==> config.mk <==
export PLATFORM = sky130hd
export DESIGN_NAME = rotate_fifo_sched
export DESIGN_NICKNAME = d
export VERILOG_FILES = /design/src/rtl/fifo_pkg.sv /design/src/rtl/rr_arbiter.sv /design/src/rtl/rotate_fifo_sched.sv
export SDC_FILE = /design/constraint.sdc
export NUM_CORES = 1
export LEC_CHECK = 0
export ABC_AREA = 1
export BUFFER_PORTS_ARGS = -buffer_cell sky130_fd_sc_hd__buf_4
export CAP_MARGIN = 15
export CORE_UTILIZATION = 47
export DETAILED_ROUTE_END_ITERATION = 8
export GPL_ROUTABILITY_DRIVEN = 0
export PLACE_DENSITY = 0.93
export SETUP_SLACK_MARGIN = 0.2
export SYNTH_ARGS = -nofsm -noshare
export SYNTH_HDL_FRONTEND = slang
export SYNTH_SLANG_ARGS = --single-unit
==> constraint.sdc <==
create_clock -name clk -period 2.5 [get_ports clk]
set_clock_uncertainty 0.1 [all_clocks]
set_input_delay 0 -clock clk [delete_from_list [all_inputs] [get_ports clk]]
set_output_delay 0 -clock clk [all_outputs]
set_load 0.02 [all_outputs]
==> src/rtl/fifo_pkg.sv <==
// Shared definitions for the rotating FIFO front end: scheduler states and
// rotation direction encoding.
package fifo_pkg;

    typedef enum logic {
        StIdle      = 1'b0,
        StRotSettle = 1'b1
    } sched_state_e;

    localparam logic ROT_LEFT  = 1'b0;
    localparam logic ROT_RIGHT = 1'b1;

endpackage

==> src/rtl/rr_arbiter.sv <==
// Combinational round-robin arbiter: grants the first request at or after the
// pointer, wrapping modulo NUM_WR.
module rr_arbiter #(
    parameter int unsigned NUM_WR = 4,
    parameter int unsigned IDX_W  = $clog2(NUM_WR)
) (
    input  logic [NUM_WR-1:0] i_req,
    input  logic [IDX_W-1:0]  i_ptr,
    output logic [NUM_WR-1:0] o_gnt,
    output logic [IDX_W-1:0]  o_idx,
    output logic              o_valid
);

    logic [IDX_W-1:0] w_cand;

    function automatic int unsigned wrap_add(input int unsigned base, input int unsigned off);
        return (base + off) % NUM_WR;
    endfunction

    always_comb begin
        o_gnt   = '0;
        o_idx   = '0;
        o_valid = 1'b0;
        w_cand  = '0;
        for (int unsigned k = 0; k < NUM_WR; k++) begin
            w_cand = IDX_W'(wrap_add(32'(i_ptr), k));
            if (!o_valid && i_req[w_cand]) begin
                o_valid       = 1'b1;
                o_idx         = w_cand;
                o_gnt[w_cand] = 1'b1;
            end
        end
    end

endmodule

==> src/rtl/rotate_fifo_sched.sv <==
// Single-command-per-cycle scheduler for the rotating FIFO: rotate > read > write,
// one settle cycle after each legal rotation, bounded write starvation.
module rotate_fifo_sched #(
    parameter int unsigned DATA_WIDTH   = 8,
    parameter int unsigned DEPTH        = 8,
    parameter int unsigned ADDR_WIDTH   = $clog2(DEPTH),
    parameter int unsigned NUM_WR       = 4,
    parameter int unsigned STARVE_LIMIT = 4
) (
    input  logic                         clk,
    input  logic                         rst_n,
    input  logic [NUM_WR-1:0]            i_wr_valid,
    input  logic [NUM_WR*DATA_WIDTH-1:0] i_wr_data,
    output logic [NUM_WR-1:0]            o_wr_ready,
    input  logic                         i_rd_valid,
    output logic                         o_rd_ready,
    input  logic                         i_rot_valid,
    input  logic [ADDR_WIDTH-1:0]        i_rot_amount,
    input  logic                         i_rot_dir,
    output logic                         o_rot_ready,
    output logic                         o_rot_nop,
    output logic                         o_fifo_wr_en,
    output logic [DATA_WIDTH-1:0]        o_fifo_wr_data,
    output logic                         o_fifo_rd_en,
    output logic                         o_fifo_rotate_en,
    output logic [ADDR_WIDTH-1:0]        o_fifo_rotate_amount,
    output logic                         o_fifo_rotate_dir,
    input  logic                         i_fifo_full,
    input  logic                         i_fifo_empty,
    input  logic [ADDR_WIDTH:0]          i_fifo_count,
    output logic                         o_busy
);

    import fifo_pkg::*;

    localparam int unsigned IDX_W = $clog2(NUM_WR);
    localparam int unsigned CNT_W = $clog2(STARVE_LIMIT + 1);

    sched_state_e     r_state;
    logic [IDX_W-1:0] r_rr_ptr;
    logic [CNT_W-1:0] r_starve_cnt;
    logic             r_rot_nop;

    logic              w_idle;
    logic              w_rot_legal;
    logic              w_wr_elig;
    logic              w_starved;
    logic              w_rot_gnt;
    logic              w_rd_gnt;
    logic              w_wr_gnt;
    logic              w_rot_en;
    logic              w_arb_valid;
    logic [NUM_WR-1:0] w_arb_gnt;
    logic [IDX_W-1:0]  w_arb_idx;

    rr_arbiter #(
        .NUM_WR(NUM_WR),
        .IDX_W (IDX_W)
    ) u_rr_arbiter (
        .i_req  (i_wr_valid),
        .i_ptr  (r_rr_ptr),
        .o_gnt  (w_arb_gnt),
        .o_idx  (w_arb_idx),
        .o_valid(w_arb_valid)
    );

    // Every grant is qualified by rst_n so all strobes drop the moment reset asserts.
    assign w_idle      = rst_n && (r_state == StIdle);
    assign w_rot_legal = (i_fifo_count != '0) && (i_rot_amount != '0) &&
                         ({1'b0, i_rot_amount} < i_fifo_count);
    assign w_wr_elig   = (|i_wr_valid) && !i_fifo_full;
    assign w_starved   = (r_starve_cnt == CNT_W'(STARVE_LIMIT)) && w_wr_elig;

    assign w_rot_gnt = w_idle && i_rot_valid;
    assign w_rot_en  = w_rot_gnt && w_rot_legal;
    assign w_rd_gnt  = w_idle && !i_rot_valid && i_rd_valid && !i_fifo_empty && !w_starved;
    assign w_wr_gnt  = w_idle && !i_rot_valid && !w_rd_gnt && w_wr_elig && w_arb_valid;

    assign o_rot_ready          = w_rot_gnt;
    assign o_fifo_rotate_en     = w_rot_en;
    assign o_fifo_rotate_amount = w_rot_en ? i_rot_amount : '0;
    assign o_fifo_rotate_dir    = (w_rot_en && (i_rot_dir == ROT_RIGHT)) ? ROT_RIGHT : ROT_LEFT;
    assign o_rd_ready           = w_rd_gnt;
    assign o_fifo_rd_en         = w_rd_gnt;
    assign o_wr_ready           = w_wr_gnt ? w_arb_gnt : '0;
    assign o_fifo_wr_en         = w_wr_gnt;
    assign o_fifo_wr_data       = w_wr_gnt ?
                                  i_wr_data[int'(w_arb_idx)*DATA_WIDTH +: DATA_WIDTH] : '0;
    assign o_busy               = rst_n && (r_state == StRotSettle);
    assign o_rot_nop            = r_rot_nop;

    always_ff @(posedge clk or negedge rst_n) begin
        if (!rst_n) begin
            r_state      <= StIdle;
            r_rr_ptr     <= '0;
            r_starve_cnt <= '0;
            r_rot_nop    <= 1'b0;
        end else begin
            r_rot_nop <= w_rot_gnt && !w_rot_legal;

            case (r_state)
                StIdle:      if (w_rot_en) r_state <= StRotSettle;
                StRotSettle: r_state <= StIdle;
                default:     r_state <= StIdle;
            endcase

            if (!w_wr_elig || w_wr_gnt) begin
                r_starve_cnt <= '0;
            end else if (w_rd_gnt && (r_starve_cnt != CNT_W'(STARVE_LIMIT))) begin
                r_starve_cnt <= r_starve_cnt + 1'b1;
            end

            if (w_wr_gnt) begin
                r_rr_ptr <= (w_arb_idx == IDX_W'(NUM_WR - 1)) ? '0 : w_arb_idx + 1'b1;
            end
        end
    end

endmodule

After elaboration in Yosys (flattened, before gate mapping)
Cells that the tools add are included.
{"block": "classes", "addsub": 5, "order_cmp": 9, "n_shift": 1, "n_mux": 37, "n_reduce_logical": 40, "eq_ne": 3, "n_bitwise": 4}
{"op": "$shiftx 32x6->8", "count": 1}
{"op": "$logic_and 1x1->1", "count": 25}
{"op": "$mux 4", "count": 5}
{"op": "$mux 1", "count": 14}
{"op": "$lt 2x3->1 const B", "count": 4}
{"op": "$or 4x4->4", "count": 3}
{"op": "$logic_not 1->1", "count": 10}
{"op": "$mux 2", "count": 5}
{"op": "$mux 3", "count": 3}
{"op": "$bmux 1 s2", "count": 4}
{"op": "$demux 1 s2", "count": 4}
{"op": "$ge 2x1->1 const B", "count": 4}
{"op": "$mux 8", "count": 1}
{"op": "$add 2x1->2 const B", "count": 2}
{"op": "$add 2x2->2 const B", "count": 2}
{"op": "$lt 3x4->1", "count": 1}
{"op": "$reduce_bool 4->1", "count": 1}
{"op": "$reduce_or 4->1", "count": 1}
{"op": "$add 3x1->3 const B", "count": 1}
{"op": "$eq 3x3->1 const B", "count": 1}
{"op": "$ne 3x3->1 const B", "count": 1}
{"op": "$reduce_bool 3->1", "count": 1}
{"op": "$eq 2x2->1 const B", "count": 1}
{"op": "$pmux 1 s2", "count": 1}
{"op": "3 further kinds", "count": 3}
{"block": "word_totals", "regBits": 7, "input_bits": 50}

Logic depth before layout (Yosys ltp)
{"block": "logic_depth", "ltp_word": 15, "depth_mapped": 13}

Cells and area by module
A second synthesis with hierarchy kept.
{"block": "unflattened", "cells_unflattened": 236, "hier_area_um2": 1393.8}
{"module": "rotate_fifo_sched", "area_per_inst_um2": 953.4, "cells_per_inst": 162, "n_inst": 1}
{"module": "rr_arbiter", "area_per_inst_um2": 440.4, "cells_per_inst": 74, "n_inst": 1}

Least setup slack after synthesis
OpenSTA, ideal clock, no wires.
{"block": "synth_timing", "path_kind": "register -> output", "startpoint": "register r_rr_ptr[0]", "endpoint": "output o_fifo_wr_data[0]", "n_path_buf": 1, "stages_incl_launch_ff": 12, "arrival_ns": 2.116, "required_time_ns": 2.400, "slack_ns": 0.284, "cell_sequence": "dfrtp_1 -> inv_2 -> ha_1 -> inv_1 -> nand3_1 -> nand2_1 -> a21oi_2 -> nand2_2 -> buf_4 -> nand3b_1 -> nand3_1 -> a21oi_1"}
{"block": "synth_via", "elab_chain_cells": 14, "elab_cells_between_ends": 28}
{"element": "from (decl)", "line_no": "rotate_fifo_sched.sv:40", "source": "logic [IDX_W-1:0] r_rr_ptr;"}
{"element": "from (signal assigned)", "line_no": "rotate_fifo_sched.sv:114", "source": "r_rr_ptr <= (w_arb_idx == IDX_W'(NUM_WR - 1)) ? '0 : w_arb_idx + 1'b1;"}
{"element": "parallel branches: the longest is 13 deep, another holds $add 2x1->2"}
{"element": "$mux 8 *", "line_no": "rotate_fifo_sched.sv:87", "source": "assign o_fifo_wr_data = w_wr_gnt ?"}
{"element": "to (decl)", "line_no": "rotate_fifo_sched.sv:23", "source": "output logic [DATA_WIDTH-1:0] o_fifo_wr_data,"}
Every way passes the cells marked *. The select of a mux whose other input is x is not followed.

Final worst setup path
{"block": "layout_timing", "startpoint": "register r_rr_ptr[0]", "endpoint": "output o_fifo_wr_data[3]"}
Same word-level chain as after synthesis.

==> impl_metrics.toml <==
[clock_network]
h-tree-depth = 1
clock_latency_ns = 0.25
cts_inserted_buffers = 3
cts_sinks = 7
cts_root_buf = "clkbuf_4"
max-clock-path-buffers = 2
cts_tree = "done"
path_clk_slew_ns = 0.06

[worst_setup_path]
critPathTopFamily = "simple AND/OR/NAND/NOR gates"
end_kind = "output pin"
crit_start = "r_rr_ptr[0]$_DFFE_PN0P_"
arrival_ns = 2.44
cpMostUsedCell = "nand2_1"
max_stage_delay_ns = 0.44
cp_slowest_cell = "dfrtp_1"
regToRegStartpoint = "r_rr_ptr[0]$_DFFE_PN0P_"
crit_path_cell_trace = "inv_4 > buf_4 > nand2_1 > nand3_1 > nand2_2 > o21ai_4 > nand2_4 > nand2_4 > nand2_1 > nand2_1 > nand2_1 > a21oi_2 > buf_6"
startpoint_type = "flip-flop"
cp-endpoint = "o_fifo_wr_data[3]"
cp_num_cells = 13
crit_buf_inv = 3
r2r_cells = 11
crit_type = "reg2out"
required_ns = 2.40
crit_fanout = 8
rrSetupSlack_ns = 0.36
rr_endpoint = "r_rr_ptr[1]$_DFFE_PN0P_"

[layout]
drive_gt1_share_pct = 41.1
area_delta_synth_final_pct = 68.5
final_cell_area_um2 = 2440
final_nets = 406
n_antenna_cell = 0

[sta]
hold_viol_final = 0
fin_crit_ns = 2.54
fmax_mhz = 393
slew_headroom_pct = 56.7
tightest_slew_ns = 0.643
period_share_pct = 102
setup_viol = 2
drv_slew = 0
fin_ws_ns = -0.0445
grt_setup_unrepaired = "true"
setup-tns-final_ns = -0.0711

[worst_hold_path]
hold_class = "in2async"

[route]
drc_errors = 3
drtIter0Drc = 274
viasPerCell = 5.89
routedWlPerCell_um = 16.1
ant_nets = 0
drt_wl_total_mm = 6.03
dr.pass1.iters = 8
vias = 2202

[floorplanning]
die_h_um = 57.5
core_area_um2 = 2830
initial_core_util_pct = 51.2
floorplan.rows = 19
num_io_pins = 73
die_w_um = 57.5
fp.dieArea_um2 = 3310

[status]
status = "complete, but fails checks"
violations = "design-rule violations, negative setup slack"

[grt]
met1_usage_pct = 35.8
globalRouteTotalUtil_pct = 31.0
grt-ovfl-total = 0
grt_use_met2_pct = 56.1
grt_pass1_vias = 1935
grt_antenna_before_repair = 0
use_met3_pct = 3.63
busiest_layer = "met2"
grt_max_degree = 11
grt_pass1_wl_mm = 8.28

[placed_design]
port_buffers = 72
placed_cell_area_um2 = 2010
dp_hpwl_mm = 3.21

[synthesis]
synthesis.yosys.warnings = 0
ys_ff_latch = 7
synth_nets = 304
synth_area_um2 = 1450
ys_types = 33
synth.avg_cell_area_um2 = 5.99
syn_inst = 242
synth-seq-area-share_pct = 12.1

[job]
maxCapViolations = 0

[power_and_ir_drop]
powerDensity_nw_per_um2 = 1370
ir_worst_vdd_mv = 1.13
power.leakage_uw = 0.00139
==> cells in the final DEF (no fill, tap or decap), types with 2 or more instances in the layout <==
cell type | synthesis | final
inv_1 | 39 | 38
dfrtp_1 | 7 | 6
nand3b_1 | 8 | 8
dlygate4sd3_1 | 0 | 3
nand2_2 | 5 | 8
buf_4 | 2 | 89
a21oi_1 | 9 | 5
o21ai_0 | 3 | 3
buf_6 | 4 | 3
nand2_8 | 0 | 3
o21ai_1 | 2 | 2
inv_4 | 0 | 2
clkbuf_4 | 0 | 3
nand4_1 | 5 | 5
clkinv_1 | 2 | 2
nand3_1 | 38 | 32
buf_8 | 0 | 2
a22oi_1 | 3 | 3
nand3_2 | 4 | 9
nand2_4 | 4 | 5
nor2_1 | 11 | 11
a21oi_2 | 1 | 5
ha_1 | 12 | 11
nand2_1 | 67 | 64
nor3_1 | 2 | 2
==> synth_stat cells <==
cell | instances | area, um2
o21ai_0 | 3 | 15.0
buf_6 | 4 | 45.0
clkinv_2 | 1 | 5.00
a22oi_1 | 3 | 22.5
ha_1 | 12 | 150
nand2b_1 | 1 | 6.26
dfrtp_1 | 7 | 175
nor2_2 | 1 | 6.26
o21ai_2 | 1 | 8.76
nand3_2 | 4 | 40.0
nor4_1 | 1 | 6.26
nand3_1 | 38 | 190
nand4_2 | 1 | 12.5
nor3_1 | 2 | 10.0
nor2_1 | 11 | 41.3
nand4_1 | 5 | 31.3
nand3b_1 | 8 | 60.1
nand2_4 | 4 | 45.0
nand2_1 | 67 | 251
and2_1 | 1 | 6.26
nor3b_2 | 1 | 12.5
a21boi_1 | 1 | 7.51
o21ai_1 | 2 | 10.0
clkinv_1 | 2 | 7.51
buf_4 | 2 | 15.0
nand2_2 | 5 | 31.3
a21oi_1 | 9 | 45.0
o32ai_1 | 1 | 8.76
xnor2_1 | 1 | 8.76
a21oi_2 | 1 | 8.76
nor2_4 | 1 | 11.3
inv_1 | 39 | 146
inv_2 | 2 | 7.51
==> cell families after synthesis <==
logic type      synth area share, %
compound gates                 8.72
xor+xnor                      0.605
fa+ha+maj                      10.4
buf+inv                        15.6
flops                          12.1
simple gates                   52.6
==> final cells by class <==
cell class                 instances  area (um2)
inverter                          44         183
timing repair buffer              99         810
sequential                         7         176
tap                               31        38.8
multi-input combinational        189        1210
fill                             142         388
clock buffer                       4        26.3
==> what timing repair did <==
| item | 4_1_cts | 5_1_grt |
|---|---|---|
| gates cloned | 3 | 2 |
| gates resized for setup | 10 | 28 |
| endpoints found under the setup margin | 8 | 8 |
| hold endpoints to repair | 8 | 0 |
| hold buffers | 3 | 0 |
| pin swaps | 5 | 24 |
| buffers inserted | 11 | 7 |
==> state kept, by name, summed over array words and instances, names as in the netlist <==
signal        count
r_state           1
r_rr_ptr          2
o_rot_nop         1
r_starve_cnt      3
==> per-layer routing <==
layer / vias to the layer above / wire length [um]
met5: - / 0
met4: 0 / 308
met3: 45 / 646
met2: 203 / 2970
met1: 965 / 2100
li1: 989 / -
==> power by group <==
group	switching, uW	internal (uW)	total [uW]	leakage, uW
Sequential	23.0	133	156	0.0000921
Combinational	1840	1240	3080	0.00128
Clock	48.0	61.3	109	0.0000150
Total	1910	1430	3350	0.00139
==> stage by stage <==
| step | setup WS (ns) | cells | total power (uW) | hold slack [ns] | utilization, % |
|---|---|---|---|---|---|
| global placement | 0.267 | 344 | 1940 | -0.276 | 70.9 |
| finish | -0.0445 | 374 | 3350 | 0.00476 | 86.3 |
| CTS | 0.203 | 365 | 2540 | 0.0103 | 79.4 |
| detailed placement | 0.210 | 344 | 1980 | -0.273 | 70.9 |
| floorplan | 0.284 | 242 | 1640 | -0.396 | - |
| global route | -0.118 | 374 | 3560 | 0.0295 | 86.3 |
==> worst min path at each step <==
stage,to,slack (ns)
6_report,r_rr_ptr[1]$_DFFE_PN0P_,0.005
5_1_grt,r_rr_ptr[0]$_DFFE_PN0P_,0.03
4_1_cts,o_rot_nop$_DFF_PN0_,0.01
3_5_place_dp,o_rot_nop$_DFF_PN0_,-0.27
3_3_place_gp,o_rot_nop$_DFF_PN0_,-0.28
2_1_floorplan,o_rot_nop$_DFF_PN0_,-0.40
Note: power is estimated with default switching activity, not from simulation.
